File: src/rtl/jump_judge_pkg.sv
// jump_judge_pkg: shared state encoding and geometry constants for the jump game
package jump_judge_pkg;
  localparam int X_W = 10;
  localparam int STAGE0_X = 60;
  typedef enum logic [2:0] {IDLE, PLACE, READY, CHARGE, FLY, JUDGE, SCROLL, OVER} state_e;
endpackage

File: src/rtl/jump_judge_if.sv
// jump_judge_if: game-control inputs and player/score outputs of the jump judge
interface jump_judge_if;
  import jump_judge_pkg::*;
  logic           enable;
  logic           press;
  logic [X_W-1:0] stage_x [2];
  logic [X_W-1:0] stage_w [2];
  logic [X_W-1:0] player_x;
  logic [X_W-1:0] player_y;
  logic [7:0]     charge;
  logic           next_stage;
  logic           hit;
  logic           game_over;
  logic [15:0]    score;
  modport master (output enable, press, stage_x, stage_w,
                  input player_x, player_y, charge, next_stage, hit, game_over, score);
  modport slave  (input enable, press, stage_x, stage_w,
                  output player_x, player_y, charge, next_stage, hit, game_over, score);
endinterface

File: src/rtl/jump_judge_flight.sv
// jump_flight: steps player_x toward the clamped target and draws the triangular jump arc
module jump_flight
  import jump_judge_pkg::*;
#(
  parameter int STEP_DIV = 1
) (
  input  logic           clk,
  input  logic           rst,
  input  logic           go_i,
  input  logic           run_i,
  input  logic [X_W-1:0] start_i,
  input  logic [11:0]    target_i,
  output logic [X_W-1:0] x_o,
  output logic [X_W-1:0] y_o,
  output logic           done_o
);
  logic [X_W-1:0] x_q, start_q, end_q, y_q, x_n, d_n, y_n;
  logic [11:0]    span_q, rem_n;
  logic [15:0]    div_q;
  logic           step;
  assign step   = run_i & (div_q == 16'(STEP_DIV - 1));
  assign x_n    = x_q + 1'b1;
  assign d_n    = x_n - start_q;
  assign rem_n  = span_q - {2'b0, d_n};
  assign y_n    = ({2'b0, d_n} < rem_n) ? d_n : rem_n[X_W-1:0];
  assign done_o = step & (x_n == end_q);
  assign x_o    = x_q;
  assign y_o    = y_q;
  // load the flight on go, then advance one pixel every STEP_DIV cycles; height drops to 0 on arrival
  always_ff @(posedge clk) begin
    if (!rst) begin
      x_q     <= '0;
      start_q <= '0;
      end_q   <= '0;
      y_q     <= '0;
      span_q  <= '0;
      div_q   <= '0;
    end else if (go_i) begin
      x_q     <= start_i;
      start_q <= start_i;
      end_q   <= (target_i > 12'd1023) ? 10'd1023 : target_i[X_W-1:0];
      span_q  <= target_i - {2'b0, start_i};
      y_q     <= '0;
      div_q   <= '0;
    end else if (run_i) begin
      div_q <= step ? 16'd0 : div_q + 16'd1;
      if (step) begin
        x_q <= x_n;
        y_q <= done_o ? '0 : y_n;
      end
    end
  end
endmodule

File: src/rtl/jump_judge.sv
// jump_judge: charge/jump FSM with landing judge, scoring and new-platform requests
module jump_judge
  import jump_judge_pkg::*;
#(
  parameter int GAIN_SHIFT = 1,
  parameter int CHARGE_MAX = 255,
  parameter int STEP_DIV   = 1
) (
  input logic         clk,
  input logic         rst,
  jump_judge_if.slave bus
);
  state_e         state_q;
  logic           press_q, rise, fall, go, done, hit_c, stay_c;
  logic [X_W-1:0] player_x_q, off_q, fx, fy, end_d;
  logic [7:0]     charge_q;
  logic [15:0]    score_q;
  logic [11:0]    target_q, tgt_d;
  assign rise   = bus.press & ~press_q;
  assign fall   = ~bus.press & press_q;
  assign tgt_d  = {2'b0, player_x_q} + ({4'b0, charge_q} << GAIN_SHIFT);
  assign end_d  = (tgt_d > 12'd1023) ? 10'd1023 : tgt_d[X_W-1:0];
  assign go     = (state_q == CHARGE) & fall;
  assign hit_c  = ({2'b0, bus.stage_x[1]} <= target_q) &
                  (target_q < {2'b0, bus.stage_x[1]} + {2'b0, bus.stage_w[1]});
  assign stay_c = target_q < {2'b0, bus.stage_x[0]} + {2'b0, bus.stage_w[0]};
  assign bus.player_x   = (state_q == FLY) ? fx : player_x_q;
  assign bus.player_y   = (state_q == FLY) ? fy : '0;
  assign bus.charge     = charge_q;
  assign bus.hit        = (state_q == JUDGE) & hit_c;
  assign bus.next_stage = bus.hit;
  assign bus.game_over  = state_q == OVER;
  assign bus.score      = score_q;
  jump_flight #(.STEP_DIV(STEP_DIV)) u_flight (
    .clk(clk), .rst(rst), .go_i(go), .run_i(state_q == FLY),
    .start_i(player_x_q), .target_i(tgt_d), .x_o(fx), .y_o(fy), .done_o(done)
  );
  // game FSM: place, charge, fly, judge the landing and scroll onto the new platform
  always_ff @(posedge clk) begin
    if (!rst) begin
      state_q    <= IDLE;
      press_q    <= 1'b0;
      player_x_q <= '0;
      charge_q   <= '0;
      score_q    <= '0;
      target_q   <= '0;
      off_q      <= '0;
    end else begin
      press_q <= bus.press;
      if (!bus.enable) begin
        state_q    <= IDLE;
        player_x_q <= '0;
        charge_q   <= '0;
      end else begin
        case (state_q)
          IDLE: begin
            score_q <= '0;
            state_q <= PLACE;
          end
          PLACE: begin
            player_x_q <= bus.stage_x[0] + (bus.stage_w[0] >> 1);
            state_q    <= READY;
          end
          READY: if (rise) begin
            charge_q <= '0;
            state_q  <= CHARGE;
          end
          CHARGE: begin
            if (fall) begin
              target_q <= tgt_d;
              state_q  <= (end_d == player_x_q) ? JUDGE : FLY;
            end else if (bus.press && charge_q < 8'(CHARGE_MAX)) charge_q <= charge_q + 8'd1;
          end
          FLY: if (done) begin
            player_x_q <= fx + 1'b1;
            state_q    <= JUDGE;
          end
          JUDGE: begin
            if (hit_c) begin
              score_q <= score_q + 16'd1;
              off_q   <= X_W'(target_q - {2'b0, bus.stage_x[1]});
              state_q <= SCROLL;
            end else state_q <= stay_c ? READY : OVER;
          end
          SCROLL: begin
            player_x_q <= bus.stage_x[0] + off_q;
            state_q    <= READY;
          end
          OVER: if (rise) begin
            score_q <= '0;
            state_q <= PLACE;
          end
          default: state_q <= IDLE;
        endcase
      end
    end
  end
endmodule

File: src/flat_wrapper.sv
// flat-port wrapper written by rule: the top's interface ports become plain ports
module jump_judge_flat import jump_judge_pkg::*;
#(
  parameter int GAIN_SHIFT = 1,
  parameter int CHARGE_MAX = 255,
  parameter int STEP_DIV   = 1
)
  (clk, rst, bus_enable, bus_press, bus_stage_x, bus_stage_w, bus_player_x, bus_player_y, bus_charge, bus_next_stage, bus_hit, bus_game_over, bus_score);
  jump_judge_if bus_i ();
  input logic clk;
  input logic rst;
  input wire logic [$bits(bus_i.enable)-1:0] bus_enable;
  input wire logic [$bits(bus_i.press)-1:0] bus_press;
  input wire logic [$bits(bus_i.stage_x)-1:0] bus_stage_x;
  input wire logic [$bits(bus_i.stage_w)-1:0] bus_stage_w;
  output wire logic [$bits(bus_i.player_x)-1:0] bus_player_x;
  output wire logic [$bits(bus_i.player_y)-1:0] bus_player_y;
  output wire logic [$bits(bus_i.charge)-1:0] bus_charge;
  output wire logic [$bits(bus_i.next_stage)-1:0] bus_next_stage;
  output wire logic [$bits(bus_i.hit)-1:0] bus_hit;
  output wire logic [$bits(bus_i.game_over)-1:0] bus_game_over;
  output wire logic [$bits(bus_i.score)-1:0] bus_score;
  assign bus_i.enable = bus_enable;
  assign bus_i.press = bus_press;
  assign bus_i.stage_x = {>>{bus_stage_x}};
  assign bus_i.stage_w = {>>{bus_stage_w}};
  assign bus_player_x = bus_i.player_x;
  assign bus_player_y = bus_i.player_y;
  assign bus_charge = bus_i.charge;
  assign bus_next_stage = bus_i.next_stage;
  assign bus_hit = bus_i.hit;
  assign bus_game_over = bus_i.game_over;
  assign bus_score = bus_i.score;
  jump_judge #(.GAIN_SHIFT(GAIN_SHIFT), .CHARGE_MAX(CHARGE_MAX), .STEP_DIV(STEP_DIV)) u_core (.clk(clk), .rst(rst), .bus(bus_i));
endmodule
File: config.mk
export PLATFORM = sky130hd
export DESIGN_NAME = jump_judge_flat
export DESIGN_NICKNAME = d
export VERILOG_FILES = /design/src/rtl/jump_judge_pkg.sv /design/src/rtl/jump_judge_if.sv /design/src/rtl/jump_judge_flight.sv /design/src/rtl/jump_judge.sv /design/src/flat_wrapper.sv
export SDC_FILE = /design/constraint.sdc
export NUM_CORES = 1
export LEC_CHECK = 0
export ABC_AREA = 1
export BUFFER_PORTS_ARGS = -buffer_cell sky130_fd_sc_hd__buf_4
export CELL_PAD_IN_SITES_DETAIL_PLACEMENT = 0
export CELL_PAD_IN_SITES_GLOBAL_PLACEMENT = 1
export CORE_UTILIZATION = 40
export DETAILED_ROUTE_END_ITERATION = 8
export PLACE_DENSITY = 0.81
export SYNTH_ARGS = -nofsm -noshare
export SYNTH_HDL_FRONTEND = slang
export SYNTH_SLANG_ARGS = --single-unit
export TNS_END_PERCENT = 30
File: constraint.sdc
create_clock -name clk -period 4.4 [get_ports clk]
set_input_delay 0.66 -clock clk [delete_from_list [all_inputs] [get_ports clk]]
set_output_delay 0.66 -clock clk [all_outputs]
set_load 0.03 [all_outputs]
==> flow_metrics.env <==
export IMPL_ioPinCount=91
export IMPL_setup_viol=0
export IMPL_worstPathRequired_ns=3.74
export IMPL_clk_latency_ns=0.43
export IMPL_ys_warn_count=0
export IMPL_final_max_slew_viol_count=0
export IMPL_pre_cts_slack_ns=0.0564
export IMPL_overflow=0
export IMPL_initial_core_util=0.408
export IMPL_postSynthCellCount=1529
export IMPL_globalplace_congestion=0.894
export IMPL_slew_headroom=0.326
export IMPL_timing_final_crit_share=0.952
export IMPL_postSynthAreaPerCell_um2=6.71
export IMPL_io_buffers=90
export IMPL_synth_edff_count=0
export IMPL_syn_num_nets=1696
export IMPL_antenna_found_initial=0
export IMPL_cts_buffers=17
export IMPL_ys_async_sr_fraction=0
export IMPL_peakVddDrop_mv=0.200
export IMPL_grt_pass1_wl_um=48000
export IMPL_drv_cap=0
export IMPL_setup_slack_ns=0.213
export IMPL_skew_ns=0.0132
export IMPL_via_per_inst=5.17
export IMPL_drive_gt1_frac=0.148
export IMPL_dieArea_mm2=0.0263
export IMPL_wl_per_cell_um=15.3
export IMPL_hold_path_class="reg2reg"
export IMPL_worstSetupStartpointType="primary input"
export IMPL_ys_ff_latch=126
export IMPL_finalPower_mw=3.13
export IMPL_ant_nets=0
export IMPL_clk_path_buf_depth=2
export IMPL_fp_dieW_um=162
export IMPL_hold_viol_final=0
export IMPL_synthFlopType="dfxtp_1"
export IMPL_drtIter0Drc=541
export IMPL_multi_input_area_mm2=0.00691
export IMPL_max_freq_mhz=239
export IMPL_seq_area_mm2=0.00253
export IMPL_critPathMaxFanout=4
export IMPL_period_needed_ns=4.19
export IMPL_holdBufCountCts=0
export IMPL_finalNonFillerCells=1989
export IMPL_cts_tree="built"
export IMPL_p_per_area_mw_per_mm2=254
export IMPL_die_h_um=162
export IMPL_placementRows=58
export IMPL_criticalPathCategory="in2out"
export IMPL_fin_nets=1813
export IMPL_place_area_mm2=0.0115
export IMPL_drc=0
export IMPL_synth_seq_area_share=0.246
export IMPL_post_synth_num_cell_types=50
export IMPL_cts_root_buf="clkbuf_16"
export IMPL_worst_pin_slew_ns=1.01
export IMPL_area_growth_pct=20.1
export IMPL_routed_wl_um=30400
export IMPL_grt_max_degree=37
export IMPL_clk_pin_slew_ns=0.07
export IMPL_final_area_mm2=0.0123
export IMPL_p_leak_nw=5.72
export IMPL_first_pass_iters=7
export IMPL_coreArea_mm2=0.0252
export IMPL_netlist_area_mm2=0.0103
export IMPL_cp_arrival_ns=3.53
export IMPL_status="finished clean"
export IMPL_htreeDepth=4
export IMPL_cts_sinks=126
export IMPL_grtUsageTotal=0.232
export IMPL_crit_path_end_kind="output pin"
export IMPL_hpwlAfterDp_um=23800
export IMPL_placed_cells=1953
export IMPL_fillers=2554
export IMPL_diodes=0
export IMPL_grt_pass1_vias=9756
export IMPL_dr_total_vias=10300
layer usage:
layer	track usage	part of all wire	wire length [µm]	vias up
met5	0	0	0	-
li1	-	-	-	5283
met1	0.288	0.45	13800	4709
met4	0.0901	0.031	934	0
met3	0.0370	0.046	1390	50
met2	0.401	0.47	14300	235
registers in the layout (all words and copies together), names as in the netlist, 11 cells and up:
signal	cells
u_core.u_flight.span_q	11
u_core.u_flight.div_q	16
u_core.bus.score	16
u_core.target_q	11
power by group:
group	internal (mW)	total, mW	switching, mW
registers	1.15	1.16	0.0137
clock network	0.845	1.45	0.601
logic	0.198	0.522	0.325
stage by stage:
stage / TNS, ns / hold slack [ns] / utilization
2_1_floorplan: 0 / 0.425 / -
3_3_place_gp: 0 / 0.440 / 0.456
3_5_place_dp: 0 / 0.439 / 0.456
4_1_cts: 0 / 0.447 / 0.479
5_1_grt: -0.321 / 0.463 / 0.490
6_report: 0 / 0.449 / 0.490
synth_stat cells, types with 5 or more instances:
| cell type | count | area, µm² |
|---|---|---|
| fa_1 | 7 | 140 |
| nor3_2 | 7 | 70.1 |
| nor3_1 | 14 | 70.1 |
| nand2_1 | 337 | 1260 |
| xor2_1 | 50 | 438 |
| nor2_1 | 105 | 394 |
| o21bai_1 | 11 | 82.6 |
| ha_1 | 116 | 1450 |
| a21oi_1 | 133 | 666 |
| o21ai_0 | 99 | 495 |
| dfxtp_1 | 126 | 2520 |
| clkbuf_1 | 22 | 82.6 |
| a31oi_1 | 10 | 62.6 |
| o22ai_1 | 16 | 100 |
| xnor2_1 | 19 | 166 |
| o21a_1 | 5 | 37.5 |
| nand3_1 | 107 | 536 |
| buf_2 | 6 | 30.0 |
| nand3_2 | 5 | 50.1 |
| o211ai_1 | 6 | 45.0 |
| nor2_2 | 7 | 43.8 |
| nor4_1 | 9 | 56.3 |
| inv_1 | 233 | 875 |
| inv_2 | 6 | 22.5 |
| nand4_1 | 21 | 131 |
cells by family (layout without fill, tap and decap cells):
kind of cell	count (synthesis)	after routing	synth area share
flops	126	126	0.246
xor+xnor	69	69	0.0589
simple gates	632	633	0.271
fa+ha+maj	123	123	0.155
buf+inv	273	402	0.103
compound gates	306	306	0.166
layout by cell type, fill, tap and decap left out, types with 6 or more instances in the layout:
master / instances
ha_4: 7
nand2_1: 327
nor3_1: 14
nor2_1: 105
o21ai_1: 6
o21ai_0: 96
fa_1: 6
inv_2: 11
o22ai_1: 16
xor2_1: 46
a31oi_1: 10
nand4_1: 21
nand3_1: 107
nand2_2: 13
dfxtp_1: 123
clkbuf_16: 17
o21bai_1: 10
a21oi_1: 126
o211ai_1: 6
ha_1: 108
nor2_2: 6
a21oi_2: 8
xnor2_1: 18
nor3_2: 7
inv_1: 228
nor4_1: 9
buf_4: 126
worst paths after layout:
| kind | from | endpoint | slack (ns) | depth (start not counted) |
|---|---|---|---|---|
| max reg2reg | u_core.u_flight.x_o[1]$_SDFFE_PN0P_ | u_core.u_flight.y_o[4]$_SDFFE_PP0P_ | 0.26 | 27 |
| min reg2reg | u_core.u_flight.y_o[3]$_SDFFE_PP0P_ | u_core.u_flight.y_o[3]$_SDFFE_PP0P_ | 0.45 | 2 |
| min | u_core.u_flight.y_o[3]$_SDFFE_PP0P_ | u_core.u_flight.y_o[3]$_SDFFE_PP0P_ | 0.45 | 2 |
| max | bus_stage_w[0] | bus_hit | 0.21 | 18 |
what timing repair did:
| item | 4_1_cts | 5_1_grt |
|---|---|---|
| buffers inserted | 0 | 2 |
| setup endpoints to repair | 0 | 11 |
| gates resized for setup | 0 | 55 |
area by class of cell:
class | instances | share of cell area
flip-flops and latches | 126 | 0.205
repair buffers | 129 | 0.0795
clock buffers | 18 | 0.0348
well taps | 330 | 0.0335
clock inverters | 14 | 0.0130
multi-input cells | 1131 | 0.560
inverters | 241 | 0.0738
critical path, stage by stage:
cell and delay [ns]:
buf_4 0.11, ha_1 0.23, fa_2 0.36, a21oi_1 0.13
o21bai_1 0.10, a21oi_1 0.15, o21bai_1 0.11, a21oi_2 0.14
o21ai_1 0.10, a21o_1 0.16, a21oi_1 0.14, ha_1 0.26
a21oi_1 0.14, o21a_1 0.14, o211a_1 0.14, nand2_1 0.10
nor2_4 0.21, buf_6 0.16
Note: power is estimated with default switching activity, not from simulation.
